--- src/rtl/mix_add_char.sv ---
// MIX-1009 arithmetic/conversion slice: sign-magnitude ADD engine and a 30-bit
// binary-to-character CHAR engine. Define MIX_CHAR_EN to build the full CHAR engine.
module mix_add_char (
  input  logic        clk,
  input  logic        reset,
  input  logic        add_start,
  input  logic [30:0] add_a,
  input  logic [30:0] add_b,
  output logic        add_stop,
  output logic [30:0] add_out,
  output logic        add_overflow,
  input  logic        char_start,
  input  logic [29:0] char_in,
  output logic        char_busy,
  output logic        char_stop,
  output logic [59:0] char_out
);

  localparam int unsigned MAG_W    = 30;
  localparam int unsigned DIGITS   = 10;
  localparam int unsigned CODE_W   = 6;
  localparam int unsigned CHAR_W   = DIGITS * CODE_W;
  localparam int unsigned CNT_W    = 5;
  localparam logic [CODE_W-1:0] CODE_ZERO = CODE_W'(30);

  // ---------------- ADD engine ----------------
  logic              add_stop_q;
  logic [30:0]       add_out_q, add_out_d;
  logic              add_ovf_q, add_ovf_d;
  logic [MAG_W-1:0]  mag_a_w, mag_b_w;
  logic [MAG_W:0]    mag_sum_w;

  assign mag_a_w   = add_a[MAG_W-1:0];
  assign mag_b_w   = add_b[MAG_W-1:0];
  assign mag_sum_w = {1'b0, mag_a_w} + {1'b0, mag_b_w};

  // Equal magnitudes with opposite signs fall into the >= branch, keeping add_a's sign.
  always_comb begin
    add_out_d = add_out_q;
    add_ovf_d = add_ovf_q;
    if (add_a[MAG_W] == add_b[MAG_W]) begin
      add_out_d = {add_a[MAG_W], mag_sum_w[MAG_W-1:0]};
      add_ovf_d = mag_sum_w[MAG_W];
    end else if (mag_a_w >= mag_b_w) begin
      add_out_d = {add_a[MAG_W], mag_a_w - mag_b_w};
      add_ovf_d = 1'b0;
    end else begin
      add_out_d = {add_b[MAG_W], mag_b_w - mag_a_w};
      add_ovf_d = 1'b0;
    end
  end

  always_ff @(posedge clk or negedge reset) begin
    if (!reset) begin
      add_stop_q <= 1'b0;
      add_out_q  <= '0;
      add_ovf_q  <= 1'b0;
    end else begin
      add_stop_q <= add_start;
      if (add_start) begin
        add_out_q <= add_out_d;
        add_ovf_q <= add_ovf_d;
      end
    end
  end

  assign add_stop     = add_stop_q;
  assign add_out      = add_out_q;
  assign add_overflow = add_ovf_q;

  // ---------------- CHAR engine ----------------
`ifdef MIX_CHAR_EN
  typedef enum logic [1:0] {ST_IDLE, ST_RUN, ST_DONE} state_t;

  state_t             state_q;
  logic [MAG_W-1:0]   bin_q;
  logic [38:0]        bcd_q;
  logic [CNT_W-1:0]   cnt_q;
  logic               busy_q, stop_q;
  logic [CHAR_W-1:0]  char_out_q;
  logic [35:0]        bcd_adj_w;
  logic [39:0]        bcd_step_w;
  logic [CHAR_W-1:0]  char_pack_w;

  // Add-3 on the nine low digits; the top digit stays below 5 for any 30-bit input.
  always_comb begin
    bcd_adj_w = bcd_q[35:0];
    for (int i = 0; i < 9; i++) begin
      if (bcd_q[4*i +: 4] >= 4'd5)
        bcd_adj_w[4*i +: 4] = bcd_q[4*i +: 4] + 4'd3;
    end
    bcd_step_w = {bcd_q[38:36], bcd_adj_w, bin_q[MAG_W-1]};
  end

  always_comb begin
    char_pack_w = '0;
    for (int i = 0; i < int'(DIGITS); i++)
      char_pack_w[CODE_W*i +: CODE_W] = CODE_ZERO + {2'b00, bcd_step_w[4*i +: 4]};
  end

  always_ff @(posedge clk or negedge reset) begin
    if (!reset) begin
      state_q    <= ST_IDLE;
      bin_q      <= '0;
      bcd_q      <= '0;
      cnt_q      <= '0;
      busy_q     <= 1'b0;
      stop_q     <= 1'b0;
      char_out_q <= '0;
    end else begin
      case (state_q)
        ST_IDLE: begin
          if (char_start) begin
            state_q <= ST_RUN;
            bin_q   <= char_in;
            bcd_q   <= '0;
            cnt_q   <= CNT_W'(MAG_W);
            busy_q  <= 1'b1;
          end
        end
        ST_RUN: begin
          bcd_q <= bcd_step_w[38:0];
          bin_q <= {bin_q[MAG_W-2:0], 1'b0};
          cnt_q <= cnt_q - CNT_W'(1);
          // Last iteration: pack the freshly shifted digits straight into the output.
          if (cnt_q == CNT_W'(1)) begin
            state_q    <= ST_DONE;
            stop_q     <= 1'b1;
            char_out_q <= char_pack_w;
          end
        end
        ST_DONE: begin
          state_q <= ST_IDLE;
          busy_q  <= 1'b0;
          stop_q  <= 1'b0;
        end
        default: begin
          state_q <= ST_IDLE;
          busy_q  <= 1'b0;
          stop_q  <= 1'b0;
        end
      endcase
    end
  end

  assign char_busy = busy_q;
  assign char_stop = stop_q;
  assign char_out  = char_out_q;
`else
  logic              stop_q;
  logic [CHAR_W-1:0] char_out_q;
  logic              char_in_unused_w;

  assign char_in_unused_w = ^char_in;

  // Reduced build: acknowledge one cycle later with an all-'0' character string.
  always_ff @(posedge clk or negedge reset) begin
    if (!reset) begin
      stop_q     <= 1'b0;
      char_out_q <= '0;
    end else begin
      stop_q <= char_start;
      if (char_start)
        char_out_q <= {DIGITS{CODE_ZERO}};
    end
  end

  assign char_busy = 1'b0;
  assign char_stop = stop_q;
  assign char_out  = char_out_q;
`endif

endmodule

--- config.mk ---
export PLATFORM = sky130hd
export DESIGN_NAME = mix_add_char
export DESIGN_NICKNAME = d
export VERILOG_FILES = /design/src/rtl/mix_add_char.sv
export SDC_FILE = /design/constraint.sdc
export NUM_CORES = 1
export LEC_CHECK = 0
export CAP_MARGIN = 20
export CORE_UTILIZATION = 50
export DETAILED_ROUTE_END_ITERATION = 16
export GPL_ROUTABILITY_DRIVEN = 1
export PLACE_DENSITY_LB_ADDON = 0.25
export SLEW_MARGIN = 20
export SYNTH_ARGS = -nofsm -noshare
export SYNTH_HDL_FRONTEND = slang
export SYNTH_SLANG_ARGS = --single-unit
--- constraint.sdc ---
create_clock -name clk -period 1.6 [get_ports clk]
set_input_delay 0.16 -clock clk [delete_from_list [all_inputs] [get_ports clk]]
set_output_delay 0.16 -clock clk [all_outputs]
set_load 0.01 [all_outputs]
==> results of run 1 <==
## cell families after synthesis
kind of cell,after synthesis
compound gates,268
simple gates,227
buf+inv,201
fa+ha+maj,99
mux,37
flops,35
xor+xnor,28
other cells,1
## through the flow
stage	setup WS [ns]	hold slack [ns]	setup TNS, ns	util	instances
2_1_floorplan	-1.43	-0.136	-35.06	-	916
3_5_place_dp	-2.29	0.242	-61.49	0.808	1445
4_1_cts	-1.25	0.361	-34.18	0.956	1510
3_3_place_gp	-2.13	0.230	-59.95	0.808	1445
## per-layer routing
| metal | overflow | track usage |
|---|---|---|
| met5 | 0 | 0.170 |
| met4 | 7 | 0.674 |
| met3 | 0 | 0.586 |
| met2 | 2 | 0.900 |
| met1 | 0 | 0.711 |
## timing repair
action | CTS
setup buffers | 57
hold buffers | 1
pin swaps | 142
endpoints found under the setup margin | 34
resized for setup | 503
hold endpoints to repair | 35
==> out/metrics.csv, run 1 <==
stage,metric,value,unit
logic_synthesis,Post-Syn Area,6640,µm²
logic_synthesis,Post-Synth Simple-Gate Area,0.163,
outcome,run-stopping error,[ERROR GRT-0116] Global routing finished with congestion. Check the congestion regions in the DRC Viewer.,
floorplan,die height,117,µm
grt,Total Routing Usage GR,0.716,
clock_tree,Max Buffers Root-to-Sink,2,
outcome,outcome,did not finish,
grt,first-pass GRT wire length,72200,µm
placement,Port Buffer Count,139,
floorplan,top-level I/O count,191,
logic_synthesis,Commonest cells post-synth,"inv_1 (99), ha_1 (96), a21oi_1 (85), nor2_1 (74), buf_4 (61)",
floorplan,FP Rows,41,
clock_tree,Clock Tree Root,clkbuf_16,
grt,vias in the first global route,11962,
logic_synthesis,Mapped Avg Cell Area,7.41,µm²
logic_synthesis,Post-synth EDFFs,0,
logic_synthesis,sequential area share after synthesis,0.132,
logic_synthesis,Synth warnings,0,
logic_synthesis,Synth Area in Adders,0.190,
placement,Post-DP HPWL,21900,µm
outcome,Stopped at,global routing,
placement,Placed Instance Area,10300,µm²
clock_tree,# clock sinks,35,
logic_synthesis,Yosys reg bits,35,
logic_synthesis,"Distinct cells, synth",64,
grt,largest net degree at the start of global routing,41,
clock_tree,CTS buffer count,5,
logic_synthesis,Cells after Synth,896,
placement,gpl congestion,0.972,
logic_synthesis,ys async rst share,1.00,
logic_synthesis,dominant cell by count in the synthesized netlist,inv_1,
logic_synthesis,Compound-Gate Fraction of Synth Area,0.266,
floorplan,Die Span X,117,µm
grt,global route overflow,9,
floorplan,Starting Density,0.519,
logic_synthesis,post-synthesis mux area share,0.0609,
logic_synthesis,Yosys top cell area share,0.181,
logic_synthesis,synth top area cells,"ha_1 (18%), dfrtp_1 (13%), buf_4 (6.9%), a21oi_1 (6.4%), inv_1 (5.6%)",
logic_synthesis,Yosys top cell by area,ha_1,
logic_synthesis,largest family of logic cells by synthesized area,compound AO/OA/AOI/OAI gates,
clock_tree,H-Tree Depth,2,
logic_synthesis,prevailing post-synth register cell,dfrtp_1,
logic_synthesis,XOR/XNOR Fraction of Synth Area,0.0370,
==> inputs of run 2 (changes only) <==
--- a/config.mk
+++ b/config.mk
@@ -6,10 +6,10 @@
 export NUM_CORES = 1
 export LEC_CHECK = 0
 export CAP_MARGIN = 20
-export CORE_UTILIZATION = 50
+export CORE_UTILIZATION = 40
 export DETAILED_ROUTE_END_ITERATION = 16
 export GPL_ROUTABILITY_DRIVEN = 1
-export PLACE_DENSITY_LB_ADDON = 0.25
+export PLACE_DENSITY_LB_ADDON = 0.15
 export SLEW_MARGIN = 20
 export SYNTH_ARGS = -nofsm -noshare
 export SYNTH_HDL_FRONTEND = slang
==> out/metrics.csv, run 2 <==
stage,metric,value,unit
logic_synthesis,Cells after Synth,896,
logic_synthesis,prevailing post-synth register cell,dfrtp_1,
critical_path,Worst Setup EP,add_out[28],
cells_and_area,area delta synth->final,97.2,%
placement,post-place setup slack,-2.24,ns
cells_and_area,ANT cells,0,
drt,DR vias,9370,
clock_tree,CTS tree,built,
run,max-cap violations,0,
cells_and_area,"commonest non-fill, non-tap cell in the layout",buf_4,
timing,Final Cycle Share,2.11,
drt,drt drc,0,
critical_path,FF-to-FF Start,add_out[26],
placement,Port Buffer Count,139,
clock_tree,Clock transition at path regs,0.07,ns
pwr,Max IR drop VDD,0.692,mV
critical_path,crit path kind,in -> reg,
timing,fin crit period,3.38,ns
clock_tree,CTS buffer count,5,
outcome,outcome,"finished, violations left",
critical_path,CP Data Required Time,1.77,ns
logic_synthesis,Post-synth EDFFs,0,
grt,first-pass GRT wire length,44000,µm
outcome,failing checks,setup timing,
timing,Post-Route Skew,0,ns
pwr,Lkg Pwr,6.15,nW
cells_and_area,most frequent cells in the layout,"buf_4 (360), nor2_1 (69), inv_1 (68), buf_6 (64), a21oi_1 (62)",
logic_synthesis,Yosys top cell by area,ha_1,
floorplan,Die Span X,131,µm
timing,Max Fclk,0.296,GHz
grt,global route overflow,0,
pwr,overall power,8.47,mW
clock_tree,Clock Tree Root,clkbuf_16,
critical_path,Critical Path End Type,flip-flop,
cells_and_area,fin area,13100,µm²
floorplan,Core ar.,16100,µm²
clock_tree,Max Buffers Root-to-Sink,2,
timing,setup ws final,-1.78,ns
grt,Total Routing Usage GR,0.335,
logic_synthesis,Yosys top cell area share,0.181,
logic_synthesis,Post-Syn Area,6640,µm²
floorplan,die height,131,µm
placement,gpl congestion,0.947,
logic_synthesis,ys async rst share,1.00,
logic_synthesis,Commonest cells post-synth,"inv_1 (99), ha_1 (96), a21oi_1 (85), nor2_1 (74), buf_4 (61)",
timing,"Setup violations, final",31,
critical_path,CP startpoint,add_a[4],
grt,initial antenna violation count,0,
critical_path,crit path max fanout,4,
timing,RSZ-0062 raised after global routing,yes,
placement,Placed Instance Area,10500,µm²
cells_and_area,Post-layout nets,1576,
floorplan,total die area,17100,µm²
critical_path,CP Launch Type,primary input,
drt,drt initial violations,1187,
cells_and_area,final design utilization,0.815,
drt,WL per Instance,21.0,µm
timing,TNS Setup,-42.97,ns
drt,Detailed Route WL,33500,µm
critical_path,Worst EP arrival,3.55,ns
placement,Post-DP HPWL,20600,µm
grt,largest net degree at the start of global routing,36,
logic_synthesis,synth top area cells,"ha_1 (18%), dfrtp_1 (13%), buf_4 (6.9%), a21oi_1 (6.4%), inv_1 (5.6%)",
logic_synthesis,sequential area share after synthesis,0.132,
floorplan,Starting Density,0.413,
drt,mean number of vias per cell,5.86,
timing,"Slew Viols, Final",0,
drt,"antenna viol nets, final",0,
logic_synthesis,Mapped Avg Cell Area,7.41,µm²
logic_synthesis,Synth warnings,0,
critical_path,reg2reg setup slack,0.33,ns
clock_tree,# clock sinks,35,
critical_path,Worst Reg-to-Reg Cells,2,
min_path,Hold Crit Class,in -> reg,
logic_synthesis,dominant cell by count in the synthesized netlist,inv_1,
grt,vias in the first global route,8468,
timing,Worst slew margin,0.560,
drt,1st-pass router iterations,6,
clock_tree,H-Tree Depth,2,
logic_synthesis,Yosys reg bits,35,
timing,"Hold Vio Cnt, Final",0,
timing,Worst Max-Slew Pin Slew,0.657,ns
cells_and_area,Largest register FFs,31,
pwr,pwr/cell area,647,nW/µm²
cells_and_area,layout cell share with drive strength beyond 1,0.533,
floorplan,top-level I/O count,191,
clock_tree,worst skew pair latency,0.28,ns
logic_synthesis,"Distinct cells, synth",64,
floorplan,FP Rows,46,
critical_path,FF-to-FF End,add_out[26],
==> run 2: cell counts after synthesis <==
Identical to the previous run, type by type.
==> run 2: worst min path at each step <==
stage / from / slack [ns] / cells past startpoint / end
final: add_start / 0.31 / 2 / add_stop
after global routing: add_start / 0.30 / 2 / add_stop
after CTS: add_start / 0.29 / 2 / add_stop
after detailed placement: reset / 0.14 / 2 / add_out[0]
after global placement: reset / 0.15 / 2 / add_out[0]
after floorplan: reset / -0.14 / 0 / add_out[0]
==> run 2: per-layer routing <==
layer  wire length, µm  GRT usage
met2             15200      0.566
met3              3410     0.0542
met5                 0          0
met4              2230      0.135
met1             12600      0.424
==> run 2: where the power goes <==
part	internal (mW)	switching (mW)
combinational	3.11	2.87
sequential	1.13	0.196
clock	0.736	0.426
==> run 2: timing repair <==
action                                 4_1_cts  5_1_grt
setup endpoints to repair                   31       71
endpoints found under the hold margin       35        0
hold buffers                                 1        0
gates cloned                                 0        0
gates resized for setup                    426      183
setup buffers                               65       37
pin swaps                                  141      109
==> run 2: layout make-up <==
class,instances,area (µm²)
Clock buffer,5,125
Clock inverter,3,43.8
Fill cell,929,2970
Inverter,99,414
Multi-Input combinational cell,680,6520
Sequential cell,35,876
Tap cell,216,270
Timing Repair Buffer,560,4830
==> run 2: cells by family after synthesis <==
logic type               synth area share
AO/OA/AOI/OAI                       0.266
AND/OR/NAND/NOR                     0.163
buffers and inverters               0.150
adder cells (fa/ha/maj)             0.190
multiplexers                       0.0609
flip-flops                          0.132
XOR/XNOR                           0.0370
other                            0.000565
==> run 2: worst max-delay path: stages <==
cell and delay (ns):
clkdlybuf4s15_2 0.19, inv_2 0.05, ha_4 0.28, and4_4 0.22
buf_6 0.11, buf_4 0.11, nand4_1 0.22, or4_4 0.53
o211a_4 0.20, buf_4 0.16, o211ai_1 0.14, o21ai_1 0.15
o221ai_2 0.41, o32ai_2 0.18, xnor2_1 0.17, mux2_4 0.26
==> run 2: stage by stage <==
step / instances / hold slack (ns)
finish: 1598 / 0.307
global route: 1598 / 0.304
floorplan: 916 / -0.136
detailed placement: 1499 / 0.143
global placement: 1499 / 0.147
CTS: 1570 / 0.291
No activity file was read; power rests on OpenSTA's default activity.
